## src/rtl/passcode_entry_ctrl.sv

```systemverilog
// -----------------------------------------------------------------------------
// passcode_entry_ctrl
//
// Collects NUM_DIGITS keypad digits into an entry shift register, forwards
// each accepted digit to the external 4-bit passcode register, then compares
// the complete entry against StoredCode. A match raises Unlock for
// UNLOCK_CYCLES cycles. A mismatch either pulses Fail for one cycle or, once
// MAX_TRIES consecutive mismatches have accumulated, raises Locked for
// LOCK_CYCLES cycles. A partial entry is abandoned after TIMEOUT_CYCLES cycles
// without a key.
//
// Ports
//   Clk         clock, all logic on the rising edge
//   Rst         synchronous active-high reset
//   En          block enable; low aborts any entry (not a lockout)
//   KeyValid    one-cycle strobe qualifying KeyDigit
//   KeyDigit    4'h0..4'hE digit, 4'hF CLEAR
//   StoredCode  reference code, first digit in the MSBs
//   RegLoad     one-cycle load strobe to the passcode register
//   RegData     digit presented to the passcode register (held)
//   DigitCount  digits accepted in the current entry
//   Unlock      code matched
//   Fail        one-cycle mismatch pulse
//   Locked      lockout active
//   FailCount   consecutive mismatches
// -----------------------------------------------------------------------------
module passcode_entry_ctrl #(
  parameter int NUM_DIGITS     = 4,
  parameter int MAX_TRIES      = 3,
  parameter int TIMEOUT_CYCLES = 500,
  parameter int UNLOCK_CYCLES  = 50,
  parameter int LOCK_CYCLES    = 1000
) (
  input  logic                                Clk,
  input  logic                                Rst,
  input  logic                                En,
  input  logic                                KeyValid,
  input  logic [3:0]                          KeyDigit,
  input  logic [4*NUM_DIGITS-1:0]             StoredCode,
  output logic                                RegLoad,
  output logic [3:0]                          RegData,
  output logic [$clog2(NUM_DIGITS+1)-1:0]     DigitCount,
  output logic                                Unlock,
  output logic                                Fail,
  output logic                                Locked,
  output logic [$clog2(MAX_TRIES+1)-1:0]      FailCount
);

  localparam int DC_W = $clog2(NUM_DIGITS + 1);
  localparam int FC_W = $clog2(MAX_TRIES + 1);
  localparam int TO_W = $clog2(TIMEOUT_CYCLES + 1);
  localparam int UL_W = (UNLOCK_CYCLES > 1) ? $clog2(UNLOCK_CYCLES) : 1;
  localparam int LK_W = (LOCK_CYCLES > 1) ? $clog2(LOCK_CYCLES) : 1;

  localparam logic [DC_W-1:0] DC_LAST = DC_W'(NUM_DIGITS - 1);
  localparam logic [FC_W-1:0] FC_MAX  = FC_W'(MAX_TRIES);
  localparam logic [TO_W-1:0] TO_LAST = TO_W'(TIMEOUT_CYCLES - 1);
  localparam logic [UL_W-1:0] UL_LAST = UL_W'(UNLOCK_CYCLES - 1);
  localparam logic [LK_W-1:0] LK_LAST = LK_W'(LOCK_CYCLES - 1);
  localparam logic [3:0]      KEY_CLEAR = 4'hF;

  typedef enum logic [2:0] {
    S_IDLE,
    S_COLLECT,
    S_CHECK,
    S_UNLOCKED,
    S_FAILED,
    S_LOCKOUT
  } state_t;

  state_t                  state;
  logic [4*NUM_DIGITS-1:0] entry;
  logic [TO_W-1:0]         idle_cnt;
  logic [UL_W-1:0]         unlock_cnt;
  logic [LK_W-1:0]         lock_cnt;
  logic [FC_W-1:0]         fail_next;

  // Idle counter increment that sticks at all-ones instead of wrapping.
  function automatic logic [TO_W-1:0] idle_sat_inc(input logic [TO_W-1:0] v);
    return (v == {TO_W{1'b1}}) ? v : v + TO_W'(1);
  endfunction

  // Mismatch count increment that never passes MAX_TRIES.
  function automatic logic [FC_W-1:0] fail_sat_inc(input logic [FC_W-1:0] v);
    return (v >= FC_MAX) ? FC_MAX : v + FC_W'(1);
  endfunction

  assign fail_next = fail_sat_inc(FailCount);

  always_ff @(posedge Clk) begin
    if (Rst) begin
      state      <= S_IDLE;
      entry      <= '0;
      idle_cnt   <= '0;
      unlock_cnt <= '0;
      lock_cnt   <= '0;
      DigitCount <= '0;
      FailCount  <= '0;
      RegLoad    <= 1'b0;
      RegData    <= '0;
      Unlock     <= 1'b0;
      Fail       <= 1'b0;
      Locked     <= 1'b0;
    end else begin
      RegLoad <= 1'b0;
      // Dropping En abandons everything except a running lockout, whose
      // timer must not be escapable by toggling the enable.
      if (!En && state != S_LOCKOUT) begin
        state      <= S_IDLE;
        entry      <= '0;
        DigitCount <= '0;
        idle_cnt   <= '0;
        Unlock     <= 1'b0;
        Fail       <= 1'b0;
      end else begin
        unique case (state)
          S_IDLE, S_COLLECT: begin
            if (KeyValid && KeyDigit == KEY_CLEAR) begin
              state      <= S_IDLE;
              entry      <= '0;
              DigitCount <= '0;
              idle_cnt   <= '0;
            end else if (KeyValid) begin
              entry      <= {entry[4*NUM_DIGITS-5:0], KeyDigit};
              DigitCount <= DigitCount + DC_W'(1);
              RegLoad    <= 1'b1;
              RegData    <= KeyDigit;
              idle_cnt   <= '0;
              state      <= (DigitCount == DC_LAST) ? S_CHECK : S_COLLECT;
            end else if (state == S_COLLECT) begin
              // A key on the expiry cycle is handled above, so it wins.
              if (idle_cnt == TO_LAST) begin
                state      <= S_IDLE;
                entry      <= '0;
                DigitCount <= '0;
                idle_cnt   <= '0;
              end else begin
                idle_cnt <= idle_sat_inc(idle_cnt);
              end
            end
          end

          S_CHECK: begin
            DigitCount <= '0;
            entry      <= '0;
            if (entry == StoredCode) begin
              state      <= S_UNLOCKED;
              Unlock     <= 1'b1;
              unlock_cnt <= '0;
              FailCount  <= '0;
            end else begin
              FailCount <= fail_next;
              if (fail_next == FC_MAX) begin
                state    <= S_LOCKOUT;
                Locked   <= 1'b1;
                lock_cnt <= '0;
              end else begin
                state <= S_FAILED;
                Fail  <= 1'b1;
              end
            end
          end

          S_UNLOCKED: begin
            if (unlock_cnt == UL_LAST) begin
              state  <= S_IDLE;
              Unlock <= 1'b0;
            end else begin
              unlock_cnt <= unlock_cnt + UL_W'(1);
            end
          end

          S_FAILED: begin
            state <= S_IDLE;
            Fail  <= 1'b0;
          end

          S_LOCKOUT: begin
            if (lock_cnt == LK_LAST) begin
              state     <= S_IDLE;
              Locked    <= 1'b0;
              FailCount <= '0;
            end else begin
              lock_cnt <= lock_cnt + LK_W'(1);
            end
          end

          default: state <= S_IDLE;
        endcase
      end
    end
  end

endmodule
```

## config.mk

```make
export PLATFORM = sky130hd
export DESIGN_NAME = passcode_entry_ctrl
export DESIGN_NICKNAME = d
export VERILOG_FILES = /design/src/rtl/passcode_entry_ctrl.sv
export SDC_FILE = /design/constraint.sdc
export NUM_CORES = 1
export LEC_CHECK = 0
export ABC_AREA = 1
export BUFFER_PORTS_ARGS = -buffer_cell sky130_fd_sc_hd__buf_2
export CAP_MARGIN = 10
export CELL_PAD_IN_SITES_DETAIL_PLACEMENT = 1
export CELL_PAD_IN_SITES_GLOBAL_PLACEMENT = 1
export CORE_UTILIZATION = 44
export DETAILED_ROUTE_END_ITERATION = 8
export GPL_ROUTABILITY_DRIVEN = 1
export PLACE_DENSITY = 0.86
export SYNTH_ARGS = -nofsm -noshare
export SYNTH_HDL_FRONTEND = slang
export SYNTH_SLANG_ARGS = --single-unit
```

## constraint.sdc

```tcl
create_clock -name Clk -period 2.8 [get_ports Clk]
set_clock_uncertainty 0.1 [all_clocks]
set_input_delay 0.42 -clock Clk [delete_from_list [all_inputs] [get_ports Clk]]
set_output_delay 0.42 -clock Clk [all_outputs]
set_load 0.01 [all_outputs]
```

### Word-level counts from Yosys, hierarchy flattened

Cells that the tools add are included.

| storage, ports and cells | value |
|---|---|
| register bits after elaboration | 57 |
| output and inout bits | 13 |
| logic and storage cells | 113 |

| cells by class | value |
|---|---|
| $add $sub $neg | 5 |
| $lt $le $gt $ge | 1 |
| eq/ne operators | 25 |
| multiplexer cells | 45 |
| bitwise logic cells | 3 |
| reduce and logical (&&, ||, !) cells | 22 |

Operators by type and width:

| cell | count |
|---|---|
| 16-bit 2-to-1 mux | 4 |
| 9-bit 2-to-1 mux | 5 |
| 16-bit case mux with 2 select lines | 1 |
| 10-bit 2-to-1 mux | 3 |
| 3-bit 2-to-1 mux | 9 |
| 10-bit case mux with 2 select lines | 1 |
| 9-bit == test, second input constant | 2 |
| 16-bit == test | 1 |
| 2-bit != test, second input constant | 8 |
| 3-bit AND reduction | 5 |
| 6-bit 2-to-1 mux | 2 |
| 4-bit != test, second input constant | 3 |
| 3-bit case mux with 4 select lines | 1 |
| 6-bit case mux with 2 select lines | 1 |
| 4-bit AND reduction | 3 |
| 10-bit by 1-bit adder with 10-bit output, second input constant | 1 |
| 10-bit == test, second input constant | 1 |
| 5-bit AND reduction | 2 |
| 9-bit by 1-bit adder with 9-bit output, second input constant | 1 |
| 3-bit by 2-bit == test with 1-bit output, second input constant | 3 |
| 1-bit 2-to-1 mux | 9 |
| 2-bit 2-to-1 mux | 4 |
| 2-bit nonzero test | 4 |
| 6-bit by 1-bit adder with 6-bit output, second input constant | 1 |
| 19 further kinds | 26 |

### Depth between registers and ports, before layout

| depth | value |
|---|---|
| depth after elaboration | 6 |
| mapped depth | 12 |

### Worst setup path after synthesis

Ideal clock, no wire load.

| timing path | value |
|---|---|
| path kind | register to register |
| start point | reg idle_cnt[0] |
| end point | reg idle_cnt[6] |
| setup time | 0.118 ns |
| arrival | 1.545 ns |
| data required time | 2.582 ns |
| slack | 1.036 ns |
| stages on the path, launching flop included | 12 |
| buffers on the path | 0 |
| cell sequence | dfxtp_1 > ha_1 > inv_1 > nor3_1 > nand3_1 > nor2_1 > ha_1 > nand3_1 > nand2_4 > or2_1 > xor2_1 > nor2_1 |

| between the ends | value |
|---|---|
| longest elaborated chain between the ends | 6 |
| elaborated cells between the ends (all ways) | 10 |
| classes of those cells | add/sub (1); eq/ne (3); mux (5); reduce/logical (1) |

Ends and longest elaborated chain:

| element | RTL line | source |
|---|---|---|
| start, declared | 73 | `logic [TO_W-1:0] idle_cnt;` |
| start signal, assigned | 138 | `idle_cnt <= idle_sat_inc(idle_cnt);` |
| 9-bit by 1-bit adder with 9-bit output | 80 | `return (v == {TO_W{1'b1}}) ? v : v + TO_W'(1);` |
| 9-bit 2-to-1 mux | 80 |  |
| 9-bit 2-to-1 mux | 132 | `if (idle_cnt == TO_LAST) begin` |
| 9-bit 2-to-1 mux | 130 | `end else if (state == S_COLLECT) begin` |
| 9-bit 2-to-1 mux | 123 | `end else if (KeyValid) begin` |
| 9-bit 2-to-1 mux | 118 | `if (KeyValid && KeyDigit == KEY_CLEAR) begin` |

Parallel ways exist; a longest one is shown, timed or not. The select of a mux whose other input is x is not followed.
A chain may end at the register's enable or synchronous reset.

### Worst setup path in the final report

| timing path | value |
|---|---|
| start point | reg idle_cnt[0] |
| end point | reg idle_cnt[4] |

Same word-level chain as after synthesis.

==> metrics.md <==
| Metric | Value |
|---|---|
| Status | `complete, no violations` |
| Crit path DAT | `2.22 ns` |
| Mapped Cells | `485` |
| EDFF count, synth | `0` |
| # DRC | `0` |
| Endpoint class of the critical path | `flip-flop` |
| Final ANT Viol Nets | `0` |
| Iteration-0 DRC Markers | `94` |
| # hold bufs at CTS | `0` |
| Reg power frac | `50.3%` |
| Area Overhead vs Synth | `13.8%` |
| GRT overflow | `0` |
| Layout cells sized above 1 | `13.8%` |
| Pin slew with the least headroom to its limit | `0.759 ns` |
| Leading area contributor after synthesis | `dfxtp_1` |
| Synthesized Nets | `516` |
| Max Fclk | `480 MHz` |
| Register area share after synthesis | `36.2%` |
| Cell with the most instances after synthesis | `nand2_1` |
| Synth cell count leaders | `nand2_1 (145), inv_1 (63), nor2_1 (62), dfxtp_1 (57), a21oi_1 (48)` |
| Routability cong. | `0.844` |
| Final WL | `8.42 mm` |
| Postcts setup bufs | `0` |
| Synth Warn # | `0` |
| Antenna Cells | `0` |
| Slew Viols, Final | `0` |
| Final setup violation count | `0` |
| Clk buf depth | `2` |
| Chip width | `86.6 um` |
| Cell Area, Synth | `0.00315 mm2` |
| Die Footprint | `0.00750 mm2` |
| RSZ-0062 raised after global routing | `no` |
| Initial antenna violation count | `0` |
| Final hold vios | `0` |
| P per Cell Area | `459 mW/mm2` |
| Rows | `30` |
| Net switching power | `0.418 mW` |
| FILL cells | `948` |
| CTS buffer count | `9` |
| CP Data Required Time | `2.93 ns` |
| Largest net degree at the start of global routing | `25` |
| HPWL Detailed | `6.10 mm` |
| Vias in the first global route | `3275` |
| Flops & latches, synth | `57` |
| First-pass GRT wire length | `14.3 mm` |
| Synth area leaders | `dfxtp_1 (36%), nand2_1 (17%), a21oi_1 (7.6%)` |
| Fin crit period | `2.08 ns` |
| DR pass1 iterations | `5` |
| Worst Path Max Fanout | `10` |
| Worst IR drop on VDD | `228 uV` |
| Nature of the critical path startpoint | `flip-flop` |
| Slew headroom | `49.4%` |
| Max Cap Violations | `0` |
| Dpl ws | `0.652 ns` |
| Post-Layout Cell Count | `626` |
| Clk root buf | `clkbuf_8` |
| Crit Path Class | `flip-flop to flip-flop` |
| Tcrit/Tclk final | `74.5%` |
| Area fraction of the dominant cell type after synthesis | `36.2%` |
| I/O pin count | `37` |
| Top_reg_cell synth | `dfxtp_1` |
| Placed cells | `610` |
| Fin util | `52.2%` |
| Die H | `86.6 um` |
| Logic gate share of total power | `7.4%` |
| Clock latency on the worst-skew pair | `0.34 ns` |
| Synth Area per Inst | `6.50 um2` |
| LEAKAGE | `1.52 nW` |
| Tot GR Track Use | `24.3%` |
| Tightest Hold Check Type | `input port to flip-flop` |
| Setup TNS | `0 ns` |
| Clk pwr share | `42.2%` |
| Starting Density | `45.9%` |
| CTS tree | `done` |
| Clk sink count | `57` |
| Via/cell ratio | `5.04` |
| # H-tree levels | `3` |
| Worst-path clk slew | `0.07 ns` |
| Routed vias | `3156` |
| Yosys cell types | `34` |
| NumNets Final | `556` |
| DR WL/cell | `13.4 um` |
| Fin worst setup slack | `0.715 ns` |
| Asr flop ratio synth | `0%` |
| Core Area | `0.00687 mm2` |
| Port Buffers | `36` |
| Number of gates resized after CTS | `0` |
| Switching Share | `25.4%` |
| Internal | `1.23 mW` |
## final timing paths
kind | cells past startpoint | slack [ns] | end | start
max reg2reg | 12 | 0.72 | idle_cnt[4] | idle_cnt[0]
min reg2reg | 2 | 0.36 | RegData[3] | RegData[3]
min | 3 | 0.25 | entry[2] | KeyDigit[2]
max | 12 | 0.72 | idle_cnt[4] | idle_cnt[0]
## power groups by stage
stage	clock [mW]	sequential, mW	combinational (mW)
floorplan	0	0.847	0.0749
global placement	0	0.846	0.119
detailed placement	0	0.847	0.123
CTS	0.708	0.829	0.124
global route	0.748	0.829	0.139
finish	0.695	0.829	0.122
## per-stage QoR
step           cell area [um2]  power [mW]  hold slack, ns
2_1_floorplan             3150       0.922           0.351
3_3_place_gp              3410       0.965           0.347
3_5_place_dp              3410       0.970           0.354
4_1_cts                   3590        1.66           0.243
5_1_grt                   3590        1.72           0.255
6_report                  3590        1.65           0.253
## sequential cells by signal, summed over array words and instances (netlist names), 2 cells and up
signal / flops
state: 3
lock_cnt: 10
DigitCount: 3
FailCount: 2
RegData: 4
entry: 16
unlock_cnt: 6
idle_cnt: 9
## per-layer routing
metal	track usage, %	wire length, um
met3	4.29	240
met1	28.8	3930
met5	0	0
met4	8.79	132
met2	44.0	4120
## cell families (layout without fill, tap and decap cells)
group	count (synthesis)	after routing	synth area share, %
flip-flops	57	57	36.2
AND/OR/NAND/NOR	274	274	38.5
adder cells (fa/ha/maj)	7	7	2.78
AO/OA/AOI/OAI	68	68	12.2
buffers and inverters	77	122	9.77
XOR/XNOR	2	2	0.556
## worst max-delay path: stages (launching register included)
cell and delay, ns:
dfxtp_1 0.37, ha_1 0.16, inv_1 0.07, nor3_1 0.21, nand3_1 0.15, nor2_1 0.15
ha_1 0.17, nand3_1 0.12, nand2_4 0.14, inv_2 0.08, nand2_1 0.09, a21oi_1 0.07
o21a_1 0.11
## layout by cell type, fill, tap and decap left out, types with 3 or more instances in the layout
cell type  synthesis  final
inv_2              3      3
nor3b_1            4      4
nand2_4            4      4
clkbuf_8           0     11
clkinv_2           2      5
buf_2              4     36
inv_1             63     63
nand2_1          145    145
nor2_1            62     62
or2_2              3      3
nand3_1           25     25
a21oi_1           48     48
nor3_1            12     12
nand4_1            9      9
ha_1               7      7
o21ai_0           11     11
dfxtp_1           57     57
## area by class of cell
| type | instances | area (um2) | share of cell area [%] |
|---|---|---|---|
| flip-flops and latches | 57 | 1140 | 31.8 |
| multi-input cells | 351 | 1700 | 47.5 |
| inverters | 69 | 262 | 7.29 |
| well taps | 96 | 120 | 3.35 |
| clock inverters | 3 | 15.0 | 0.419 |
| clock buffers | 13 | 159 | 4.43 |
| repair buffers | 37 | 188 | 5.23 |
No activity file was read; power rests on OpenSTA's default activity.
